File: src/rtl/tri_engine_arbiter.sv
// tri_engine_arbiter: round-robin sharing of one serial triangle engine
// between NREQ requesters. Each grant feeds three lengths into the engine,
// collects the three-beat cosine burst and returns it to the granted port.
// Optional build macro TRI_ARB_TIMEOUT_EN bounds the WAIT state to TIMEOUT
// cycles; without it WAIT is unbounded.
//
// state | meaning
// IDLE  | no transaction; arbitrate when no engine beat is present
// FEED0 | len0 on the engine input (req_ack pulses this cycle)
// FEED1 | len1 on the engine input
// FEED2 | len2 on the engine input
// WAIT  | waiting for the first output beat (cos0 + triangle type)
// CAP1  | expecting the second beat (cos1)
// CAP2  | expecting the third beat (cos2)
// RESP  | drain any extra beats, then publish the result
module tri_engine_arbiter #(
  parameter int NREQ    = 2,
  parameter int TIMEOUT = 1000
) (
  input  logic              clk,
  input  logic              rst_n,
  input  logic [NREQ-1:0]   req,
  input  logic [NREQ*24-1:0] req_len,
  output logic [NREQ-1:0]   req_ack,
  output logic [NREQ-1:0]   rsp_valid,
  output logic [47:0]       rsp_cos,
  output logic [1:0]        rsp_tri,
  output logic              rsp_err,
  output logic              busy,
  output logic              eng_in_valid,
  output logic [7:0]        eng_in_length,
  input  logic              eng_out_valid,
  input  logic [15:0]       eng_out_cos,
  input  logic [1:0]        eng_out_tri
);

  localparam int IW = $clog2(NREQ);

  if (NREQ < 2 || NREQ > 4 || TIMEOUT < 1) begin : g_bad_param
    $error("tri_engine_arbiter: NREQ must be 2..4 and TIMEOUT at least 1");
  end

  typedef enum logic [2:0] {
    S_IDLE, S_FEED0, S_FEED1, S_FEED2, S_WAIT, S_CAP1, S_CAP2, S_RESP
  } state_t;

  state_t           r_state;
  logic [IW-1:0]    r_rr;
  logic [IW-1:0]    r_idx;
  logic [23:0]      r_len;
  logic [15:0]      r_cos0, r_cos1, r_cos2;
  logic [1:0]       r_tri;
  logic             r_err;
  logic [NREQ-1:0]  r_req_ack;
  logic [NREQ-1:0]  r_rsp_valid;
  logic [47:0]      r_rsp_cos;
  logic [1:0]       r_rsp_tri;
  logic             r_rsp_err;
  logic             r_in_valid;
  logic [7:0]       r_in_length;
`ifdef TRI_ARB_TIMEOUT_EN
  localparam int TW = $clog2(TIMEOUT + 1);
  logic [TW-1:0]    r_tcnt;
`endif

  logic [23:0]      w_lens [NREQ];
  logic             w_found;
  logic [IW-1:0]    w_idx;
  logic [IW-1:0]    w_cand;

  // Unpack the per-requester length words
  always_comb begin
    for (int i = 0; i < NREQ; i++) begin
      w_lens[i] = req_len[24*i +: 24];
    end
  end

  // Round-robin search: walk offsets high to low so the lowest offset from r_rr wins
  always_comb begin
    w_found = 1'b0;
    w_idx   = '0;
    w_cand  = '0;
    for (int i = NREQ - 1; i >= 0; i--) begin
      w_cand = IW'((int'(r_rr) + i) % NREQ);
      if (req[w_cand]) begin
        w_found = 1'b1;
        w_idx   = w_cand;
      end
    end
  end

  // Sequencer FSM with registered outputs
  always_ff @(posedge clk or negedge rst_n) begin
    if (!rst_n) begin
      r_state     <= S_IDLE;
      r_rr        <= '0;
      r_idx       <= '0;
      r_len       <= '0;
      r_cos0      <= '0;
      r_cos1      <= '0;
      r_cos2      <= '0;
      r_tri       <= '0;
      r_err       <= 1'b0;
      r_req_ack   <= '0;
      r_rsp_valid <= '0;
      r_rsp_cos   <= '0;
      r_rsp_tri   <= '0;
      r_rsp_err   <= 1'b0;
      r_in_valid  <= 1'b0;
      r_in_length <= '0;
`ifdef TRI_ARB_TIMEOUT_EN
      r_tcnt      <= '0;
`endif
    end else begin
      r_req_ack   <= '0;
      r_rsp_valid <= '0;
      case (r_state)
        S_IDLE: begin
          // a beat still on the engine output blocks the grant
          if (w_found && !eng_out_valid) begin
            r_idx       <= w_idx;
            r_len       <= w_lens[w_idx];
            r_req_ack   <= NREQ'(1) << w_idx;
            r_cos0      <= '0;
            r_cos1      <= '0;
            r_cos2      <= '0;
            r_tri       <= '0;
            r_err       <= 1'b0;
            r_rsp_err   <= 1'b0;
            r_in_valid  <= 1'b1;
            r_in_length <= w_lens[w_idx][7:0];
            r_state     <= S_FEED0;
          end
        end
        S_FEED0: begin
          if (eng_out_valid) r_err <= 1'b1;
          r_in_length <= r_len[15:8];
          r_state     <= S_FEED1;
        end
        S_FEED1: begin
          if (eng_out_valid) r_err <= 1'b1;
          r_in_length <= r_len[23:16];
          r_state     <= S_FEED2;
        end
        S_FEED2: begin
          if (eng_out_valid) r_err <= 1'b1;
          r_in_valid  <= 1'b0;
          r_in_length <= '0;
`ifdef TRI_ARB_TIMEOUT_EN
          r_tcnt      <= '0;
`endif
          r_state     <= S_WAIT;
        end
        S_WAIT: begin
          if (eng_out_valid) begin
            r_cos0  <= eng_out_cos;
            r_tri   <= eng_out_tri;
            r_state <= S_CAP1;
          end
`ifdef TRI_ARB_TIMEOUT_EN
          else if (r_tcnt == TW'(TIMEOUT - 1)) begin
            r_err   <= 1'b1;
            r_state <= S_RESP;
          end else begin
            r_tcnt  <= r_tcnt + 1'b1;
          end
`endif
        end
        S_CAP1: begin
          if (eng_out_valid) begin
            r_cos1  <= eng_out_cos;
            r_state <= S_CAP2;
          end else begin
            r_err   <= 1'b1;
            r_cos1  <= '0;
            r_cos2  <= '0;
            r_state <= S_RESP;
          end
        end
        S_CAP2: begin
          if (eng_out_valid) begin
            r_cos2 <= eng_out_cos;
          end else begin
            r_err  <= 1'b1;
            r_cos2 <= '0;
          end
          r_state <= S_RESP;
        end
        S_RESP: begin
          // extra beats are an error; publish only once the engine goes quiet
          if (eng_out_valid) begin
            r_err <= 1'b1;
          end else begin
            r_rsp_cos   <= {r_cos2, r_cos1, r_cos0};
            r_rsp_tri   <= r_tri;
            r_rsp_err   <= r_err;
            r_rsp_valid <= NREQ'(1) << r_idx;
            r_rr        <= (r_idx == IW'(NREQ - 1)) ? '0 : r_idx + 1'b1;
            r_state     <= S_IDLE;
          end
        end
        default: r_state <= S_IDLE;
      endcase
    end
  end

  assign req_ack       = r_req_ack;
  assign rsp_valid     = r_rsp_valid;
  assign rsp_cos       = r_rsp_cos;
  assign rsp_tri       = r_rsp_tri;
  assign rsp_err       = r_rsp_err;
  assign busy          = (r_state != S_IDLE);
  assign eng_in_valid  = r_in_valid;
  assign eng_in_length = r_in_length;

endmodule

File: config.mk
export PLATFORM = sky130hd
export DESIGN_NAME = tri_engine_arbiter
export DESIGN_NICKNAME = d
export VERILOG_FILES = /design/src/rtl/tri_engine_arbiter.sv
export SDC_FILE = /design/constraint.sdc
export NUM_CORES = 1
export LEC_CHECK = 0
export BUFFER_PORTS_ARGS = -buffer_cell sky130_fd_sc_hd__buf_4
export CAP_MARGIN = 30
export CORE_AREA = 2 2 124 96
export CTS_CLUSTER_DIAMETER = 60
export CTS_CLUSTER_SIZE = 8
export DETAILED_ROUTE_END_ITERATION = 10
export DIE_AREA = 0 0 126 98
export HOLD_SLACK_MARGIN = 0.03
export PLACE_DENSITY = 0.79
export SLEW_MARGIN = 20
export SYNTH_ARGS = -nofsm -noshare
export SYNTH_HDL_FRONTEND = slang
export SYNTH_SLANG_ARGS = --single-unit
export TNS_END_PERCENT = 1
File: constraint.sdc
create_clock -name clk -period 2.3 [get_ports clk]
set_clock_uncertainty 0.05 [all_clocks]
set_input_delay 0.115 -clock clk [delete_from_list [all_inputs] [get_ports clk]]
set_output_delay 0.115 -clock clk [all_outputs]
set_load 0.01 [all_outputs]
## Word level (Yosys, flattened, before mapping)

Index checks and enable logic that the tools add are counted.
W data, S select, Z words.

- Memory bits (writable): 0
- Memories: 0
- Register bits: 144
- Output and inout port bits: 65
- Logic and storage cells: 102
- Input port bits: 71
- Memory bits (read-only): 0
- Bits in latches: 0

- Div/mod/pow operators: 0
- Magnitude comparators: 3
- Eq/ne operators: 13
- Shifts and indexed selects: 2
- Bitwise gates (word level): 2
- Multipliers: 0
- Muxes and demuxes: 41
- Reduce and logical (&&, ||, !) cells: 23
- $add $sub $neg: 2

Operators by type and width:

| operator | count |
|---|---|
| $mux W24 | 3 |
| $mux W16 | 4 |
| $pmux W16 S2 | 2 |
| $pmux W16 S3 | 1 |
| $pmux W8 S4 | 1 |
| $pmux W3 S8 | 1 |
| $mux W1 | 15 |
| $eq A3 B3 Y1 const B | 4 |
| $mux W2 | 6 |
| $reduce_and A3 Y1 | 4 |
| $ne A2 B2 Y1 const B | 5 |
| $reduce_and A2 Y1 | 5 |
| $mux W3 | 3 |
| $reduce_bool A3 Y1 | 3 |
| $mux W8 | 1 |
| $reduce_bool A2 Y1 | 4 |
| $eq A3 B2 Y1 const B | 2 |
| $lt A1 B2 Y1 const B | 2 |
| $pmux W1 S2 | 2 |
| $pmux W2 S2 | 1 |
| $reduce_and A4 Y1 | 1 |
| $reduce_bool A4 Y1 | 1 |
| $reduce_or A4 Y1 | 1 |
| $shl A1 B1 Y2 const A | 2 |
| 11 further kinds | 12 |

## Logic depth before layout (Yosys ltp)

Gate-level depths: netlist of the first run.

- Depth in word-level cells: 11
- Depth in mapped cells: 9
- Gate-level depth less buffers: 6

## Worst setup path after synthesis of the first run

Ideal clock, no wire load.

- Kind: reg-to-reg
- Start: reg r_state[0]
- End: reg r_in_length[6] (netlist: eng_in_length[6])
- Stages on the path, launching flop included: 8
- Path buffers: 1
- Period minus slack after synthesis: 1.796 ns
- Path slack: 0.504 ns
- Data required time: 2.124 ns
- Arrival time: 1.620 ns
- Cell sequence: dfrtp_1 > inv_1 > ha_1 > buf_2 > nor2_2 > a21oi_4 > a21oi_2 > a221o_1

- Word-level cells in the longest chain between the ends: 3

Ends and longest elaborated chain:

| item | RTL line | RTL |
|---|---|---|
| start, declared | 47 | `state_t r_state;` |
| start signal, assigned | 95 | `r_state <= S_IDLE;` |
| start signal, assigned | 132 | `r_state <= S_FEED0;` |
| start signal, assigned | 138 | `r_state <= S_FEED1;` |
| $eq A3 B2 Y1 (tied with other cells) | 117 | `case (r_state)` |
| $reduce_bool A4 Y1 (no line) or $ne A2 B2 Y1 (tied branches) | - |  |
| $reduce_and A2 Y1 (no line) | - |  |
| end signal, assigned | 131 | `r_in_length <= w_lens[w_idx][7:0];` |
| end signal, assigned | 137 | `r_in_length <= r_len[15:8];` |
| end signal, assigned | 142 | `r_in_length <= r_len[23:16];` |
| end, declared | 60 | `logic [7:0] r_in_length;` |

Several ways; a longest one is shown, not always the timed one.
A chain may end at the register's enable or synchronous reset.

## Worst setup path after layout of the first run

- Start: reg r_rr
- End: reg r_len[15]

- Word-level cells in the longest chain between the ends: 9

Ends and longest elaborated chain:

| item | RTL line | RTL |
|---|---|---|
| start, declared | 48 | `logic [IW-1:0] r_rr;` |
| start signal, assigned | 198 | `r_rr <= (r_idx == IW'(NREQ - 1)) ? '0 : r_idx + 1'b1;` |
| $add A1 B1 Y1 | 84 | `w_cand = IW'((int'(r_rr) + i) % NREQ);` |
| $mux W1 (implied by the code) (2 in a row) | 85 | `if (req[w_cand]) begin` |
| $mux W1 (2 in a row) | 85 |  |
| $not A1 Y2 (implied by the code) | 122 | `r_len <= w_lens[w_idx];` |
| $mux W24 (3 in a row) | - |  |
| end signal, assigned | 122 |  |
| end, declared | 50 | `logic [23:0] r_len;` |

Several ways; a longest one is shown, not always the timed one. The select of a mux whose other input is x is not followed.

==> results of run 1 <==
[flip-flops by register name, summed over array words and instances (netlist names)]
register       cells
r_rr               1
eng_in_valid       1
r_cos2            16
rsp_valid          2
r_err              1
r_len             16
rsp_cos           48
eng_in_length      8
r_idx              1
rsp_err            1
req_ack            2
rsp_tri            2
r_tri              2
r_cos1            16
r_cos0            16
r_state            3
[routing by layer]
layer | global-route usage, % | vias up | part of all wire, %
met3 | 8.99 | 68 | 9.6
li1 | - | 2261 | -
met1 | 35.5 | 2454 | 39
met4 | 13.4 | 0 | 3.9
met2 | 45.4 | 311 | 47
met5 | 0 | - | 0
[critical path: stages (launching register included)]
cell and delay, ns:
dfrtp_1 0.41, o21ai_4 0.33, buf_4 0.37, mux2i_1 0.27, dlygate4sd3_1 0.60, o21ai_1 0.06
[placed cells by master, fill, tap and decap left out, drive strengths merged, types with 9 or more instances in the layout]
| cell | count |
|---|---|
| a22o | 16 |
| mux2 | 9 |
| dfrtp | 136 |
| nand4 | 18 |
| nand2 | 115 |
| dlygate4sd3 | 65 |
| buf | 148 |
| inv | 41 |
| mux2i | 34 |
| a211oi | 9 |
| clkbuf | 19 |
| o21ai | 71 |
| nor2 | 11 |
[per-stage QoR]
stage | hold WS, ns | total power, mW | worst slack [ns] | util (%) | instances
floorplan | -0.231 | 6.04 | 0.504 | - | 550
global placement | 0.0845 | 7.26 | 0.245 | 61.9 | 804
detailed placement | 0.0899 | 7.44 | 0.113 | 61.9 | 804
CTS | 0.0390 | 10.8 | 0.0616 | 74.0 | 900
global route | 0.0389 | 11.5 | 0.0104 | 74.0 | 900
finish | 0.0448 | 10.9 | 0.0814 | 74.0 | 900
[what timing repair did]
action,CTS,global route
endpoints found under the setup margin,0,6
gates resized for setup,0,1
hold buffers,65,0
endpoints found under the hold margin,134,0
[power groups by stage]
stage / registers [mW] / clock network (mW) / logic, mW
after floorplan: 3.95 / 0 / 2.09
after detailed placement: 3.85 / 0 / 3.58
after global routing: 3.96 / 3.35 / 4.16
after global placement: 3.81 / 0 / 3.45
final: 3.87 / 3.24 / 3.83
after CTS: 3.84 / 3.24 / 3.76
[cells by family (layout without fill, tap and decap cells)]
family,after synthesis,in the layout
and+or+nand+nor,157,157
DFF,136,136
AOI/OAI and AO/OA,128,128
buffers and inverters,79,285
muxes,43,43
adders and majority gates,6,6
xor gates and xnor gates,1,1
[final cells by class]
cell class / instances / area (um2) / share of cell area, %
well taps: 144 / 180 / 2.17
clock inverters: 12 / 246 / 2.97
flip-flops and latches: 136 / 3400 / 41.0
multi-input cells: 335 / 2100 / 25.3
inverters: 41 / 154 / 1.85
clock buffers: 19 / 453 / 5.45
repair buffers: 213 / 1770 / 21.3
[worst min path at each step]
stage | depth (start not counted) | startpoint | end | slack [ns]
after floorplan | 0 | rst_n | eng_in_length[0] | -0.23
after CTS | 3 | req_len[28] | eng_in_length[4] | 0.04
after global routing | 3 | req_len[28] | eng_in_length[4] | 0.04
after global placement | 1 | rst_n | rsp_cos[21] | 0.08
after detailed placement | 1 | rst_n | rsp_cos[21] | 0.09
final | 3 | req_len[28] | eng_in_length[4] | 0.04
==> reports/metrics.cfg, run 1 <==
[cells_and_area]
fillCellCount = 697
nets = 821
drive_above_1_share_pct = 26.6
insertedDiodeCount = 0
synthToLayoutAreaGrowth_pct = 41.5
design_area_mm2 = 0.00831

[sta]
rsz0062_at_grt = false
tightest_slew_ns = 0.693
hold_viol_final = 0
max_freq_mhz = 451
timing.final.crit_share_pct = 96.5
finalMaxSlewViolations = 0
maxSlewHeadroom_pct = 53.8
setup_tns_ns = 0
finalSetupViolCount = 0
period_minus_slack_ns = 2.22

[logic_synthesis]
synth_top_area_share_pct = 58.0
synthXorXnorAreaFrac_pct = 0.149
syn-num-nets = 627
synth_compound_area_share_pct = 14.7
post-synth-top-count-cell = dfrtp_1
muxShareOfSynthArea_pct = 7.65
synth_top_family_by_area = compound AO/OA/AOI/OAI gates
yosysUniqueCellTypes = 44
yosys.area_share.adder_pct = 1.28
syn_avg_cell_area_um2 = 10.7
synthArstFlopShare_pct = 100
yosysSeqAreaShare_pct = 58.0
syn_area_mm2 = 0.00587
synthTopCellsByArea = dfrtp_1 (58%), nand2_1 (7.4%), mux2i_1 (5.8%)
synth_common_cells = dfrtp_1 (136), nand2_1 (115), o21ai_1 (45)
yosys_register_bits = 136
dominantRegCellSynth = dfrtp_1
synth-edff-count = 0
postSynthCellCount = 550
synth_simple_gate_area_share_pct = 12.0
synth_largest_area_cell = dfrtp_1
synth_warnings = 0

[critical_path]
crit_path_start = r_rr
r2r_end = r_len[15]
crit_type = reg -> reg
r2r.worst_path.cells = 5
cp_data_required_time_ns = 2.54
cp.arrival_ns = 2.46
endpoint_kind = flop
r2r-start = r_rr
path_max_fanout = 18
cp-start-kind = flop
r2r_slack_ns = 0.08
setup.worst_path.end = r_len[15]

[routing]
avgRoutedWirePerCell_um = 18.8
dr.pass1.iters = 5
viasPerCell = 5.66
drt_iter0_markers = 541
vias = 5094
wl_um = 16900
antenna_left = 0
drc = 0

[cts]
cts_tree = done
cts_setup_buffers = 0
htree_levels = 4
root_buffer = clkbuf_16
clock_path_buffers = 2
numCtsBuffers = 17
clkTransAtPathRegs_ns = 0.06
clk_latency_ns = 0.42
cts.sinks = 136

[pwr]
p_int_mw = 7.22
switching_power_mw = 3.71
seqPwrFrac_pct = 35.4
p_clk_share_pct = 29.6
vdd_drop_max_uv = 722
p_per_area_mw_per_mm2 = 1320
p_comb_share_pct = 35.0
sw_frac_of_total_pct = 33.9
power.leakage_nw = 4.14

[global_route]
grt_usage_pct = 28.4
grt_overflow = 0
grt_pass1_vias = 5166
grt_pass1_wl_um = 27000
grt_max_degree = 66
grt_antenna_before_repair = 0

[place]
placed_area_mm2 = 0.00696
port_buffers = 135
gp_congestion = 0.833
hpwl_um = 9940

[die]
ios = 136
die_h_um = 98
core_mm2 = 0.0112
die_w_um = 126
start_util_pct = 52.3
die_area_mm2 = 0.0123
placementRows = 34

[outcome]
status = finished clean

[worst_hold_path]
hold_class = in -> reg

[job]
drv_cap = 0

Note: power is estimated with default switching activity, not from simulation.
==> run 2, diff against run 1 <==
--- a/config.mk
+++ b/config.mk
@@ -7,13 +7,12 @@
 export LEC_CHECK = 0
 export BUFFER_PORTS_ARGS = -buffer_cell sky130_fd_sc_hd__buf_4
 export CAP_MARGIN = 30
-export CORE_AREA = 2 2 124 96
+export CORE_AREA = 2 2 180 138
 export CTS_CLUSTER_DIAMETER = 60
 export CTS_CLUSTER_SIZE = 8
 export DETAILED_ROUTE_END_ITERATION = 10
-export DIE_AREA = 0 0 126 98
+export DIE_AREA = 0 0 182 140
 export HOLD_SLACK_MARGIN = 0.03
-export PLACE_DENSITY = 0.79
 export SLEW_MARGIN = 20
 export SYNTH_ARGS = -nofsm -noshare
 export SYNTH_HDL_FRONTEND = slang
==> run 2 against run 1 <==
Against the previous run:
- global-route usage is 15 points lower
- sequential power shrank 1%
- clock power decreased by 20%
==> reports/metrics.cfg, run 2 (same netlist as run 1, synthesis figures left out) <==
[outcome]
status = finished clean

[critical_path]
path_buf_inv = 3  ; +1
r2r_slack_ns = 0.21  ; +0.12 ns
cp_slowest_stage_delay_ns = 0.40  ; -0.20 ns
path_cells = inv_1 -> ha_1 -> nand2b_1 -> buf_4 -> or2_1 -> buf_4 -> nor2_8 -> a221o_1
cp_data_required_time_ns = 2.54  ; about the same
cp-start-kind = flop
slowest_stage = dfrtp_1
crit_type = reg -> reg
path_common_cell = buf_4
r2r_end = eng_in_length[3]
path_delay_family = buffers and inverters
path_max_fanout = 35  ; +17
r2r-start = r_state[0]
cp.arrival_ns = 2.34  ; -0.12 ns
r2r.worst_path.cells = 8  ; +3
endpoint_kind = flop

[die]
start_util_pct = 24.8  ; -27 points
core_mm2 = 0.0237  ; +110%
die_w_um = 182  ; +44%
ios = 136  ; unchanged
die_area_mm2 = 0.0255  ; +110%
placementRows = 49  ; +44%
die_h_um = 140  ; +43%

[global_route]
grt_antenna_before_repair = 0  ; unchanged
grt_overflow = 0  ; unchanged
grt_pass1_vias = 4670  ; -9.6%
grt_usage_pct = 13.4  ; -15 points
grt_max_degree = 51  ; -23%
grt_pass1_wl_um = 26300  ; -2.6%

[cells_and_area]
utilization_pct = 35.9  ; -38 points
seq_area_mm2 = 0.00340  ; unchanged
nets = 833  ; +1.5%
fillCellCount = 2366  ; +240%
largest_register_ffs = 48  ; unchanged
multiInputGateArea_mm2 = 0.00210  ; unchanged
final_cell_mix = buf_4 (153), dfrtp_1 (136), nand2_1 (115), dlygate4sd3_1 (68), o21ai_1 (45)
fin_cells = 1074  ; +19%
synthToLayoutAreaGrowth_pct = 44.8
drive_above_1_share_pct = 26.7  ; +0.14 points
mostFrequentLayoutCell = buf_4
design_area_mm2 = 0.00850  ; +2.3%

[pwr]
power.leakage_nw = 4.15  ; +0.27%
p_per_area_mw_per_mm2 = 1200  ; -8.8%
p_total_mw = 10.2  ; -6.7%
vdd_drop_max_uv = 604  ; -16%

[routing]
viasPerCell = 4.32  ; -24%
drt_iter0_markers = 286  ; -47%
vias = 4645  ; -8.8%
avgRoutedWirePerCell_um = 15.4  ; -18%
dr.pass1.iters = 4  ; -1
drc = 0  ; unchanged
wl_um = 16600  ; -1.9%
antenna_left = 0  ; unchanged

[cts]
cts.sinks = 136  ; unchanged
clk_latency_ns = 0.41  ; about the same
numCtsBuffers = 17  ; unchanged
htree_levels = 4  ; unchanged
clkTransAtPathRegs_ns = 0.06  ; about the same
clock_path_buffers = 2  ; unchanged
cts_tree = done
root_buffer = clkbuf_16

[place]
gp_congestion = 0.754  ; -9.6%
place_ws_ns = 0.0192  ; -0.0940 ns
hpwl_um = 11500  ; +15%
placedCellCount = 969  ; +21%
port_buffers = 135  ; unchanged
placed_area_mm2 = 0.00722  ; +3.8%

[sta]
max_freq_mhz = 478  ; +5.9%
timing.final.crit_share_pct = 91.0  ; -5.4 points
setup_tns_ns = 0  ; unchanged
rsz0062_at_grt = false
period_minus_slack_ns = 2.09  ; -0.125 ns
finalSetupViolCount = 0  ; unchanged
finalMaxSlewViolations = 0  ; unchanged
tightest_slew_ns = 0.646  ; -0.0467 ns
maxSlewHeadroom_pct = 56.9  ; +3.1 points
hold_ws_ns = 0.132  ; +0.0872 ns
hold_viol_final = 0  ; unchanged
worst_slack_ns = 0.206  ; +0.125 ns

[job]
drv_cap = 0  ; unchanged

[worst_hold_path]
hold_class = in -> async

## run 2: changes by cell type in the layout (fill, tap and decap cells not counted)
cell and change:
clkinv_4 +1, dlygate4sd3_1 +3, clkinvlp_4 -2, clkinv_2 +2, bufinv_16 -5, clkbuf_1 +4
buf_12 +3, clkbuf_8 -1, diode_2 +1, buf_4 +6
## run 2: layout make-up
| type | count | share of cell area (%) |
|---|---|---|
| Sequential cell | 136 | 40.0 |
| Multi-Input combinational cell | 335 | 24.8 |
| Timing Repair Buffer | 225 | 22.4 |
| Clock buffer | 22 | 5.34 |
| Tap cell | 306 | 4.50 |
| Inverter | 41 | 1.81 |
| Clock inverter | 8 | 1.18 |
| Antenna cell | 1 | 0.0294 |
## run 2: layer usage
layer,GRT usage [%],part of all wire [%],up-vias
li1,-,-,2289
met1,19.4,50,2224
met2,19.0,43,116
met3,3.56,4.9,16
met4,4.75,1.3,0
met5,0,0,-
## run 2: how the worst max path moves through the flow
| stage | startpoint | to | slack [ns] | depth (start not counted) |
|---|---|---|---|---|
| final | r_state[0] | eng_in_length[3] | 0.21 | 8 |
| after global routing | r_state[0] | eng_in_length[6] | 0.04 | 8 |
| after CTS | r_rr | eng_in_length[6] | 0.01 | 4 |
| after detailed placement | r_state[1] | r_cos2[15] | 0.02 | 6 |
| after global placement | r_state[1] | r_cos2[8] | 0.06 | 6 |
| after floorplan | r_state[0] | eng_in_length[6] | 0.50 | 7 |
## run 2: power by group
| group | switching [mW] | leakage, nW | total, mW | internal, mW |
|---|---|---|---|---|
| sequential | 0.482 | 1.77 | 3.82 | 3.34 |
| clock | 0.972 | 0.270 | 2.58 | 1.61 |
| combinational | 2.06 | 2.11 | 3.80 | 1.74 |
| total | 3.52 | 4.15 | 10.2 | 6.68 |
## run 2: repair_timing
action	CTS	global route
resized for setup	1	0
endpoints found under the hold margin	210	0
hold buffers	68	0
buffers inserted	0	6
pin swaps	0	1
endpoints found under the setup margin	2	6
